`src/rtl/uart_pkg.sv`:
```
// Shared definitions for the uart_tx arbiter: FSM state encoding and default requester count.
package uart_pkg;

    localparam int N_REQ_DEFAULT = 4;

    typedef logic [1:0] state_t;

    localparam state_t ST_IDLE    = 2'd0;
    localparam state_t ST_START   = 2'd1;
    localparam state_t ST_BUSY    = 2'd2;
    localparam state_t ST_RELEASE = 2'd3;

endpackage

```
`src/rtl/rr_picker.sv`:
```
// Round-robin picker: first asserted request strictly after ptr, wrapping modulo N.
module rr_picker #(
    parameter int N  = 4,
    parameter int IW = 2
) (
    input  logic [N-1:0]  req,
    input  logic [IW-1:0] ptr,
    output logic [N-1:0]  winner,
    output logic [IW-1:0] idx,
    output logic          valid
);

    logic [IW-1:0] j;

    always_comb begin
        winner = '0;
        idx    = '0;
        valid  = 1'b0;
        j      = '0;
        for (int k = 1; k <= N; k++) begin
            j = IW'((int'(ptr) + k) % N);
            if (!valid && req[j]) begin
                valid     = 1'b1;
                winner[j] = 1'b1;
                idx       = j;
            end
        end
    end

endmodule

```
`src/rtl/uart_tx_arbiter.sv`:
```
// Round-robin arbiter sharing one uart_tx among N_REQ requesters.
// Defining UART_ARB_TIMEOUT_EN adds a per-transfer abort after TIMEOUT_CYCLES clocks.
module uart_tx_arbiter
    import uart_pkg::*;
#(
    parameter int N_REQ          = N_REQ_DEFAULT,
    parameter int TIMEOUT_CYCLES = 2000000
) (
    input  logic               clk,
    input  logic               arst_n,
    input  logic [N_REQ-1:0]   req,
    input  logic [8*N_REQ-1:0] req_data,
    output logic [N_REQ-1:0]   grant,
    output logic [N_REQ-1:0]   done,
    output logic [N_REQ-1:0]   err,
    output logic               send,
    output logic [7:0]         data_out,
    input  logic               tx_active,
    input  logic               tx_done
);

    localparam int IW = $clog2(N_REQ);

    state_t           state_q, state_d;
    logic [N_REQ-1:0] grant_q, grant_d;
    logic [N_REQ-1:0] done_q, done_d;
    logic [IW-1:0]    idx_q, idx_d;
    logic [IW-1:0]    ptr_q, ptr_d;
    logic [7:0]       data_q, data_d;

    logic [N_REQ-1:0] pick_win;
    logic [IW-1:0]    pick_idx;
    logic             pick_valid;
    logic [7:0]       pick_data;

`ifdef UART_ARB_TIMEOUT_EN
    logic [N_REQ-1:0] err_q, err_d;
    logic [31:0]      cnt_q, cnt_d;
`endif

    rr_picker #(
        .N  (N_REQ),
        .IW (IW)
    ) u_picker (
        .req    (req),
        .ptr    (ptr_q),
        .winner (pick_win),
        .idx    (pick_idx),
        .valid  (pick_valid)
    );

    always_comb begin
        pick_data = '0;
        for (int i = 0; i < N_REQ; i++) begin
            if (pick_idx == IW'(i)) pick_data = req_data[8*i +: 8];
        end
    end

    always_comb begin
        state_d = state_q;
        grant_d = grant_q;
        idx_d   = idx_q;
        ptr_d   = ptr_q;
        data_d  = data_q;
        done_d  = '0;
`ifdef UART_ARB_TIMEOUT_EN
        err_d   = '0;
        cnt_d   = cnt_q;
`endif
        case (state_q)
            ST_IDLE: begin
                if (pick_valid) begin
                    grant_d = pick_win;
                    idx_d   = pick_idx;
                    data_d  = pick_data;
                    state_d = ST_START;
`ifdef UART_ARB_TIMEOUT_EN
                    cnt_d   = '0;
`endif
                end
            end
            // tx_done seen here is left over from an earlier frame and is ignored
            ST_START: begin
                if (tx_active) state_d = ST_BUSY;
            end
            ST_BUSY: begin
                if (tx_done) begin
                    done_d  = grant_q;
                    state_d = ST_RELEASE;
                end
            end
            ST_RELEASE: begin
                grant_d = '0;
                ptr_d   = idx_q;
                state_d = ST_IDLE;
            end
            default: state_d = ST_IDLE;
        endcase
`ifdef UART_ARB_TIMEOUT_EN
        // A genuine completion in the same cycle as expiry takes precedence over the abort
        if (state_q == ST_START || state_q == ST_BUSY) begin
            cnt_d = cnt_q + 32'd1;
            if (cnt_q == 32'(TIMEOUT_CYCLES - 1) && !(state_q == ST_BUSY && tx_done)) begin
                err_d   = grant_q;
                grant_d = '0;
                ptr_d   = idx_q;
                state_d = ST_IDLE;
            end
        end
`endif
    end

    always_ff @(posedge clk) begin
        if (!arst_n) begin
            state_q <= ST_IDLE;
            grant_q <= '0;
            done_q  <= '0;
            idx_q   <= '0;
            ptr_q   <= IW'(N_REQ - 1);
            data_q  <= '0;
`ifdef UART_ARB_TIMEOUT_EN
            err_q   <= '0;
            cnt_q   <= '0;
`endif
        end else begin
            state_q <= state_d;
            grant_q <= grant_d;
            done_q  <= done_d;
            idx_q   <= idx_d;
            ptr_q   <= ptr_d;
            data_q  <= data_d;
`ifdef UART_ARB_TIMEOUT_EN
            err_q   <= err_d;
            cnt_q   <= cnt_d;
`endif
        end
    end

    assign grant    = grant_q;
    assign done     = done_q;
    assign send     = (state_q == ST_START);
    assign data_out = data_q;
`ifdef UART_ARB_TIMEOUT_EN
    assign err      = err_q;
`else
    assign err      = '0;
`endif

endmodule

```
`config.mk`:
```
export PLATFORM = sky130hd
export DESIGN_NAME = uart_tx_arbiter
export DESIGN_NICKNAME = d
export VERILOG_FILES = /design/src/rtl/uart_pkg.sv /design/src/rtl/rr_picker.sv /design/src/rtl/uart_tx_arbiter.sv
export SDC_FILE = /design/constraint.sdc
export NUM_CORES = 1
export LEC_CHECK = 0
export BUFFER_PORTS_ARGS = -buffer_cell sky130_fd_sc_hd__clkbuf_2
export CORE_MARGIN = 1.5
export CORE_UTILIZATION = 53
export DETAILED_ROUTE_END_ITERATION = 10
export PLACE_DENSITY = 0.86
export SETUP_SLACK_MARGIN = 0.1
export SLEW_MARGIN = 20
export SYNTH_ARGS = -nofsm -noshare
export SYNTH_HDL_FRONTEND = slang
export SYNTH_HIERARCHICAL = 1
export SYNTH_SLANG_ARGS = --single-unit
```
`constraint.sdc`:
```
create_clock -name clk -period 4.35 [get_ports clk]
set_input_delay 0.435 -clock clk [delete_from_list [all_inputs] [get_ports clk]]
set_output_delay 0.435 -clock clk [all_outputs]
set_load 0.005 [all_outputs]
```
==> impl_metrics.ini, run 1 <==
[floorplan]
die_h_microns = 59.2
core_area_sq_mm = 0.00303
die_w_microns = 59.2
ios = 61
die-area_sq_mm = 0.00350
rows = 20
initial_core_util_pct = 55.2

[place]
placed_area_sq_mm = 0.00192
io_buffers = 56
dp_cells = 274
pre_cts_ws_ns = 1.22
dp_hpwl_mm = 2.82
gp_congestion = 0.873

[cts]
clock_sinks = 22
htree_num_levels = 1
cts_hold_buf = 0
cts_setup_buffers = 0
clockBufferDepth = 2
cts_resized = 0
clockRootBuffer = clkbuf_4
path_clk_slew_ns = 0.13
clock_latency_ns = 0.32
cts_tree = done
cts_made_buffers = 3

[timing]
hold_ws_ns = 0.405
fmax_mhz = 321
setup_slack_ns = 1.24
hold_violations = 0
finalSetupViolations = 0
max-slew-margin-rel_pct = 32.2
fin_crit_ns = 3.11
finalSetupTns_ns = 0
rsz0062_at_grt = false
finalMaxSlewViolations = 0
worst_pin_slew_ns = 1.02
skew_ns = 0.0110
layout_worst_path_cycle_share_pct = 71.6

[synthesis]
synth-seq-cells = 22
synth_flop_cell = dfxtp_1
synth_largest_area_cell = dfxtp_1
ys_types = 44
synth_area_per_cell_sq_um = 9.08
async_flop_share_pct = 0
synthTopCellsByArea = dfxtp_1 (26%), mux2i_1 (13%), ha_1 (9.7%), nand2_1 (4.7%), o221ai_1 (4.2%)
yosysWarnings = 6
syn-cell-area_sq_mm = 0.00167
ys_seq_area_share_pct = 26.3
synth_top_area_share_pct = 26.3
syn_inst = 184
synth-edff-count = 0

[outcome]
status = complete, no violations

[detailed_routing]
ant_nets = 0
first_pass_iters = 4
drc = 0
vias = 1543
vias_per_cell = 5.55
initialDrtViolationCount = 64
wl_per_cell_microns = 13.5
routed_wl_mm = 3.76

[power_and_ir_drop]
power.leakage_nw = 0.933
p_per_area_mw_per_mm2 = 476
vdd_drop_max_v = 0.000294
fin_total_pwr_mw = 0.937

[hold_path]
hp-class = in -> reg

[finish]
antenna_cells = 0
layout.nets = 288
final_cells = 278
syn_to_final_growth_pct = 17.7
final_util_pct = 65.0
postLayoutCellArea_sq_mm = 0.00197
drive_gt1_share_pct = 30.3

[critical_path]
critPathLaunchType = flip-flop
end_kind = flip-flop
required_ns = 4.56
path_max_fanout = 17
crit_type = reg -> reg
crit_arrival_ns = 3.32

[global_route]
grt_pass1_vias = 1348
grtUsageTotal_pct = 21.6
overflow = 0
grt_max_degree = 24
antenna_found_initial = 0
grt_pass1_wl_mm = 5.84

[flow_run]
max_cap_viol_count = 0
[final timing paths]
check,startpoint,to,slack [ns],cells after the start
hold / removal,req_data[3],data_out[3],0.41,3
setup reg to reg,ptr_q[0],data_out[6],1.24,7
setup / recovery,ptr_q[0],data_out[6],1.24,7
hold reg to reg,idx_q[0],idx_q[0],0.49,2
[placed cells by master, fill, tap and decap left out, types with 2 or more instances in the layout]
cell       n
a21boi_0   4
a21oi_1    6
a221o_1    4
a221oi_1   2
and2_1     5
and2b_1    3
clkbuf_2  56
clkbuf_4   3
conb_1     4
dfxtp_1   22
ha_1      13
inv_1      7
mux2i_1   21
nand2_1   21
nand2b_1   2
nand3_1   13
nor2_1     5
nor2b_1    2
o21ai_0    6
o21ai_1    5
o221ai_1   8
[metal layers]
| layer | vias up | global-route usage, % | routed length [microns] |
|---|---|---|---|
| li1 | 765 | - | - |
| met1 | 728 | 27.5 | 1630 |
| met2 | 44 | 35.4 | 1930 |
| met3 | 6 | 5.02 | 158 |
| met4 | 0 | 8.12 | 44 |
| met5 | - | 0 | 0 |
[sequential cells by signal (all words and copies together) (netlist names)]
name and count:
ptr_q 2, idx_q 2, grant 4, data_out 8, done 4, state_q 2
[cell families (layout without fill, tap and decap cells)]
kind of cell	count (synthesis)	after routing	synth area share (%)
adders and majority gates	13	13	9.73
DFF	22	22	26.3
AOI/OAI and AO/OA	45	45	21.0
and+or+nand+nor	59	59	19.5
muxes	23	23	15.3
other	1	4	0.224
buffers and inverters	21	68	7.93
[Yosys cell counts, types with 2 or more instances]
cell	count
a21oi_1	6
ha_1	13
nor2_1	5
nand2b_1	2
buf_4	8
a221oi_1	2
o21ai_1	5
o221ai_1	8
inv_1	7
buf_6	3
dfxtp_1	22
nor2b_1	2
a221o_1	4
a21boi_0	4
o21ai_0	6
nand3_1	13
and2b_1	3
nand2_1	21
and2_1	5
mux2i_1	21
[report_power, final]
group / switching, mW / internal [mW]
sequential: 0.0511 / 0.260
combinational: 0.253 / 0.214
clock: 0.0660 / 0.0933
[final cells by class]
type | instances | area [sq um]
multi-input cells | 144 | 1110
fillers | 258 | 1060
flip-flops and latches | 22 | 440
repair buffers | 56 | 280
well taps | 44 | 55.1
clock inverters | 1 | 30.0
inverters | 8 | 30.0
clock buffers | 3 | 22.5
[critical path, stage by stage (launching register included)]
cell and delay (ns):
dfxtp_1 0.72, mux4_2 0.69, a21oi_2 0.17, nor3_1 0.06, nor2_2 0.11, o31a_1 0.81, mux2i_1 0.30, o221ai_1 0.14
No activity file was read; power rests on OpenSTA's default activity.
==> run 2: changes to the inputs <==
--- a/config.mk
+++ b/config.mk
@@ -7,9 +7,9 @@
 export LEC_CHECK = 0
 export BUFFER_PORTS_ARGS = -buffer_cell sky130_fd_sc_hd__clkbuf_2
 export CORE_MARGIN = 1.5
-export CORE_UTILIZATION = 53
+export CORE_UTILIZATION = 50
 export DETAILED_ROUTE_END_ITERATION = 10
-export PLACE_DENSITY = 0.86
+export PLACE_DENSITY = 0.82
 export SETUP_SLACK_MARGIN = 0.1
 export SLEW_MARGIN = 20
 export SYNTH_ARGS = -nofsm -noshare
==> constraint.sdc (replaced) <==
create_clock -name clk -period 2.9 [get_ports clk]
set_input_delay 0.29 -clock clk [delete_from_list [all_inputs] [get_ports clk]]
set_output_delay 0.29 -clock clk [all_outputs]
set_load 0.005 [all_outputs]
==> impl_metrics.ini, run 2 (synthesis gave the netlist of run 1 again) <==
[critical_path]
r2r-start = ptr_q[1]
critPathTopFamily = flip-flops
reg2reg_depth = 9
path_buf_inv = 2
required_ns = 3.10
slowest_stage = dfxtp_1
reg2reg_slack_ns = 0.45
end_kind = flip-flop
critPathLaunchType = flip-flop
crit_arrival_ns = 2.65
r2r-end = data_out[1]
cp_cell_sequence = inv_1 -> ha_1 -> a21oi_2 -> nor3_1 -> nor2_2 -> o31a_1 -> buf_4 -> mux2i_1 -> o221ai_1
slowest_delay_ns = 0.55
crit_type = reg -> reg
path_max_fanout = 17

[cts]
clock_sinks = 22
clockRootBuffer = clkbuf_4
path_clk_slew_ns = 0.12
cts_tree = done
clockBufferDepth = 2
cts_setup_buffers = 0
htree_num_levels = 1
cts_hold_buf = 0
cts_made_buffers = 3
cts_resized = 0
clock_latency_ns = 0.31

[finish]
drive_gt1_share_pct = 30.9
n_fill_cell = 305
final_common_cell = clkbuf_2
layout.nets = 290
largest_reg_flops = 8
antenna_cells = 0
final_cells = 280
syn_to_final_growth_pct = 17.7
mostFrequentLayoutCells = clkbuf_2 (56), dfxtp_1 (22), nand2_1 (21), mux2i_1 (21)

[detailed_routing]
highest_layer = met4
ant_nets = 0
met2WireLength_mm = 1.77
vias_per_cell = 5.51
initialDrtViolationCount = 39
drc = 0
vias = 1543
met3_length_microns = 132
first_pass_iters = 4
routed_wl_mm = 3.71
drt-met1-wl_mm = 1.75
wl_per_cell_microns = 13.2

[floorplan]
ios = 61
initial_core_util_pct = 53.9
die_w_microns = 60.8
die-area_sq_mm = 0.00370
rows = 20
die_h_microns = 60.8
core_area_sq_mm = 0.00310

[power_and_ir_drop]
power.internal_mw = 0.794
pwr-share-comb_pct = 53.1
power.leakage_nw = 0.935
fin_total_pwr_mw = 1.34
swShare_pct = 40.8
vdd_drop_max_v = 0.000463
p_per_area_mw_per_mm2 = 682
p_sw_mw = 0.547
pwr-share-seq_pct = 34.2
clkPwrFrac_pct = 12.7

[hold_path]
hp-class = in -> reg
hold_path_depth = 3
hp-start = req_data[22]
hold_end = data_out[6]

[global_route]
grt_pass1_wl_mm = 5.71
antenna_found_initial = 0
grt_pass1_vias = 1321
grt_max_degree = 24
overflow = 0
grtUsageTotal_pct = 20.1

[timing]
skew_ns = 0.00560
rsz0062_at_grt = false
fin_crit_ns = 2.45
finalMaxSlewViolations = 0
finalSetupViolations = 0
hold_ws_ns = 0.262
layout_worst_path_cycle_share_pct = 84.5
finalSetupTns_ns = 0
fmax_mhz = 408
hold_violations = 0

[place]
dp_cells = 276
io_buffers = 56
dp_hpwl_mm = 2.87
gp_congestion = 0.969

[outcome]
status = complete, no violations

[flow_run]
max_cap_viol_count = 0
==> run 2: worst register-to-register path, stage by stage (launching register included) <==
cell,delay [ns]
dfxtp_1,0.55
inv_1,0.21
ha_1,0.47
a21oi_2,0.16
nor3_1,0.06
nor2_2,0.07
o31a_1,0.15
buf_4,0.28
mux2i_1,0.25
o221ai_1,0.13
==> run 2: worst max path at each step <==
stage / start / endpoint / cells past startpoint
floorplan: ptr_q[0] / data_out[0] / 12
global placement: ptr_q[1] / data_out[4] / 9
detailed placement: ptr_q[1] / data_out[6] / 9
CTS: ptr_q[1] / data_out[6] / 9
global route: ptr_q[1] / data_out[1] / 9
finish: ptr_q[1] / data_out[1] / 9
==> run 2: power groups by stage <==
stage	registers, mW	clock network [mW]	logic [mW]
4_1_cts	0.458	0.179	0.712
6_report	0.459	0.170	0.712
5_1_grt	0.471	0.189	0.779
3_3_place_gp	0.464	0	0.699
3_5_place_dp	0.464	0	0.708
2_1_floorplan	0.458	0	0.546
==> run 2: per-layer routing <==
metal	vias to the layer above	GRT usage [%]
li1	770	-
met1	736	26.8
met2	31	31.8
met3	6	4.90
met4	0	6.83
met5	-	0
==> run 2: area by class of cell <==
type	count	area, sq um	area share, %
Multi-Input combinational cell	144	1110	56.4
Timing Repair Buffer	58	295	15.0
Tap cell	44	55.1	2.80
Inverter	8	30.0	1.53
Sequential cell	22	440	22.4
Clock buffer	4	36.3	1.84
==> run 2: per-stage QoR <==
stage	utilization [%]	setup WS, ns	area [sq um]
after floorplan	-	0.614	1680
after global placement	62.2	0.540	1930
after detailed placement	62.2	0.454	1930
after CTS	63.4	0.445	1970
after global routing	63.4	0.238	1970
final	63.4	0.450	1970
==> run 3: changes to the inputs <==
--- a/config.mk
+++ b/config.mk
@@ -5,11 +5,12 @@
 export SDC_FILE = /design/constraint.sdc
 export NUM_CORES = 1
 export LEC_CHECK = 0
+export ABC_AREA = 1
 export BUFFER_PORTS_ARGS = -buffer_cell sky130_fd_sc_hd__clkbuf_2
 export CORE_MARGIN = 1.5
-export CORE_UTILIZATION = 50
+export CORE_UTILIZATION = 49
 export DETAILED_ROUTE_END_ITERATION = 10
-export PLACE_DENSITY = 0.82
+export PLACE_DENSITY = 0.81
 export SETUP_SLACK_MARGIN = 0.1
 export SLEW_MARGIN = 20
 export SYNTH_ARGS = -nofsm -noshare
==> constraint.sdc (replaced) <==
create_clock -name clk -period 2.3 [get_ports clk]
set_input_delay 0.23 -clock clk [delete_from_list [all_inputs] [get_ports clk]]
set_output_delay 0.23 -clock clk [all_outputs]
set_load 0.005 [all_outputs]
==> impl_metrics.ini, run 3 <==
[outcome]
status = complete, no violations

[floorplan]
die-area_sq_mm = 0.00357
die_w_microns = 59.7
initial_core_util_pct = 51.7
rows = 20
core_area_sq_mm = 0.00305
die_h_microns = 59.7
ios = 61

[critical_path]
crit_arrival_ns = 2.29
crit_type = reg -> reg
reg2reg_depth = 11
end_kind = flip-flop
critPathLaunch = ptr_q[0]
reg2reg_slack_ns = 0.22
r2r-end = data_out[2]
r2r-start = ptr_q[0]
crit_end = data_out[2]
path_max_fanout = 9
critPathLaunchType = flip-flop
required_ns = 2.50

[place]
io_buffers = 56
pre_cts_ws_ns = 0.116
dp_hpwl_mm = 2.95
gp_congestion = 0.927

[timing]
worst_pin_slew_ns = 0.582
finalSetupTns_ns = 0
finalSetupViolations = 0
max-slew-margin-rel_pct = 60.8
rsz0062_at_grt = true
skew_ns = 0.00498
layout_worst_path_cycle_share_pct = 90.6
setup_slack_ns = 0.215
hold_violations = 0
fin_crit_ns = 2.08
finalMaxSlewViolations = 0
fmax_mhz = 480

[finish]
syn_to_final_growth_pct = 29.4
final_util_pct = 66.9
layout.nets = 357
multi_input_area_sq_mm = 0.00106
final_common_cell = nand2_1
n_fill_cell = 300
antenna_cells = 0
drive_gt1_share_pct = 29.7
largest_reg_flops = 8
seqCellArea_sq_um = 442
mostFrequentLayoutCells = nand2_1 (58), clkbuf_2 (56), nand3_1 (33), nor2_1 (26), dfxtp_1 (21)

[cts]
cts_hold_buf = 0
cts_tree = done
clockBufferDepth = 2
cts_made_buffers = 3
clock_latency_ns = 0.32
clockRootBuffer = clkbuf_4
htree_num_levels = 1
path_clk_slew_ns = 0.13
clock_sinks = 22

[detailed_routing]
routed_wl_mm = 3.89
vias_per_cell = 4.93
first_pass_iters = 4
drt-met1-wl_mm = 1.84
initialDrtViolationCount = 98
drc = 0
met3_length_microns = 158
ant_nets = 0
highest_layer = met4
vias = 1710
wl_per_cell_microns = 11.2
met2WireLength_mm = 1.87

[synthesis]
synth-edff-count = 0
ys_types = 23
synth_top_area_share_pct = 27.9
ys_seq_area_share_pct = 27.9
synth_common_cells = nand2_1 (59), nand3_1 (34), nor2_1 (26)
yosysWarnings = 6
synth_area_per_cell_sq_um = 6.57
synth_flop_cell = dfxtp_1
syn-cell-area_sq_mm = 0.00158
synth_largest_area_cell = dfxtp_1
async_flop_share_pct = 0
synthTopCellsByArea = dfxtp_1 (28%), nand2_1 (14%), nand3_1 (11%), ha_1 (10%), nor2_1 (6.2%)
syn_inst = 240
synth-seq-cells = 22
synth_most_common_cell = nand2_1

[hold_path]
hp-class = in -> reg

[power_and_ir_drop]
power.internal_mw = 1.24
clkPwrFrac_pct = 12.5
pwr-share-comb_pct = 65.0
vdd_drop_max_v = 0.000668
swShare_pct = 48.1
p_sw_mw = 1.15
power.leakage_nw = 1.05
pwr-share-seq_pct = 22.5
p_per_area_mw_per_mm2 = 1170

[global_route]
grt_max_degree = 19
antenna_found_initial = 0
grtUsageTotal_pct = 21.8
grt_pass1_vias = 1476
grt_pass1_wl_mm = 6.09
overflow = 0

[flow_run]
max_cap_viol_count = 0
==> run 3: critical path, stage by stage, from the launching register on <==
cell and delay (ns):
dfxtp_1 0.37, inv_2 0.06, ha_4 0.24, inv_1 0.11, nand2_2 0.12, a31oi_1 0.29
nand3_4 0.18, buf_4 0.21, o21ai_0 0.17, nand3_1 0.11, nand2_1 0.07, a21oi_1 0.05
==> run 3: final cells by class <==
| class | instances | area share (%) |
|---|---|---|
| clock buffers | 3 | 1.10 |
| clock inverters | 1 | 1.47 |
| inverters | 23 | 4.47 |
| multi-input cells | 190 | 51.8 |
| flip-flops and latches | 22 | 21.6 |
| well taps | 44 | 2.70 |
| repair buffers | 64 | 16.9 |
==> run 3: layer usage <==
metal / vias up / GRT usage (%)
li1: 903 / -
met1: 755 / 28.9
met2: 48 / 36.8
met3: 4 / 4.55
met4: 0 / 3.81
met5: - / 0
==> run 3: stage by stage <==
| stage | std cells | instance area (sq um) | hold WS (ns) | power (mW) |
|---|---|---|---|---|
| 2_1_floorplan | 243 | 1590 | 0.314 | 1.59 |
| 3_3_place_gp | 341 | 1910 | 0.435 | 1.90 |
| 3_5_place_dp | 341 | 1910 | 0.434 | 1.93 |
| 4_1_cts | 345 | 1970 | 0.197 | 2.23 |
| 5_1_grt | 347 | 2040 | 0.187 | 2.62 |
| 6_report | 347 | 2040 | 0.195 | 2.38 |
==> run 3: worst min-delay path by stage <==
stage | slack, ns | from | end | cells past startpoint
after floorplan | 0.31 | arst_n | ptr_q[0] | 1
final | 0.19 | arst_n | ptr_q[1] | 2
after CTS | 0.20 | arst_n | ptr_q[0] | 2
after global placement | 0.43 | grant[1] | done[1] | 2
after global routing | 0.19 | arst_n | ptr_q[1] | 2
after detailed placement | 0.43 | grant[3] | done[3] | 2
==> run 3: repair_timing <==
| action | CTS | global route |
|---|---|---|
| gates resized for setup | 0 | 16 |
| buffers inserted | 0 | 2 |
| endpoints found under the setup margin | 0 | 10 |
==> run 3: kinds of logic (layout without fill, tap and decap cells) <==
family | after synthesis | after routing | share of synthesized area [%]
other cells | 1 | 4 | 0.238
simple gates | 138 | 138 | 39.9
fa+ha+maj | 13 | 13 | 10.3
compound gates | 35 | 35 | 12.5
flops | 22 | 22 | 27.9
buf+inv | 31 | 91 | 9.12
==> run 3: power by group through the flow <==
| stage | clock network (mW) | logic [mW] | registers (mW) |
|---|---|---|---|
| global placement | 0 | 1.36 | 0.541 |
| CTS | 0.308 | 1.39 | 0.535 |
| finish | 0.299 | 1.55 | 0.536 |
| detailed placement | 0 | 1.39 | 0.543 |
| global route | 0.326 | 1.74 | 0.547 |
| floorplan | 0 | 1.03 | 0.553 |
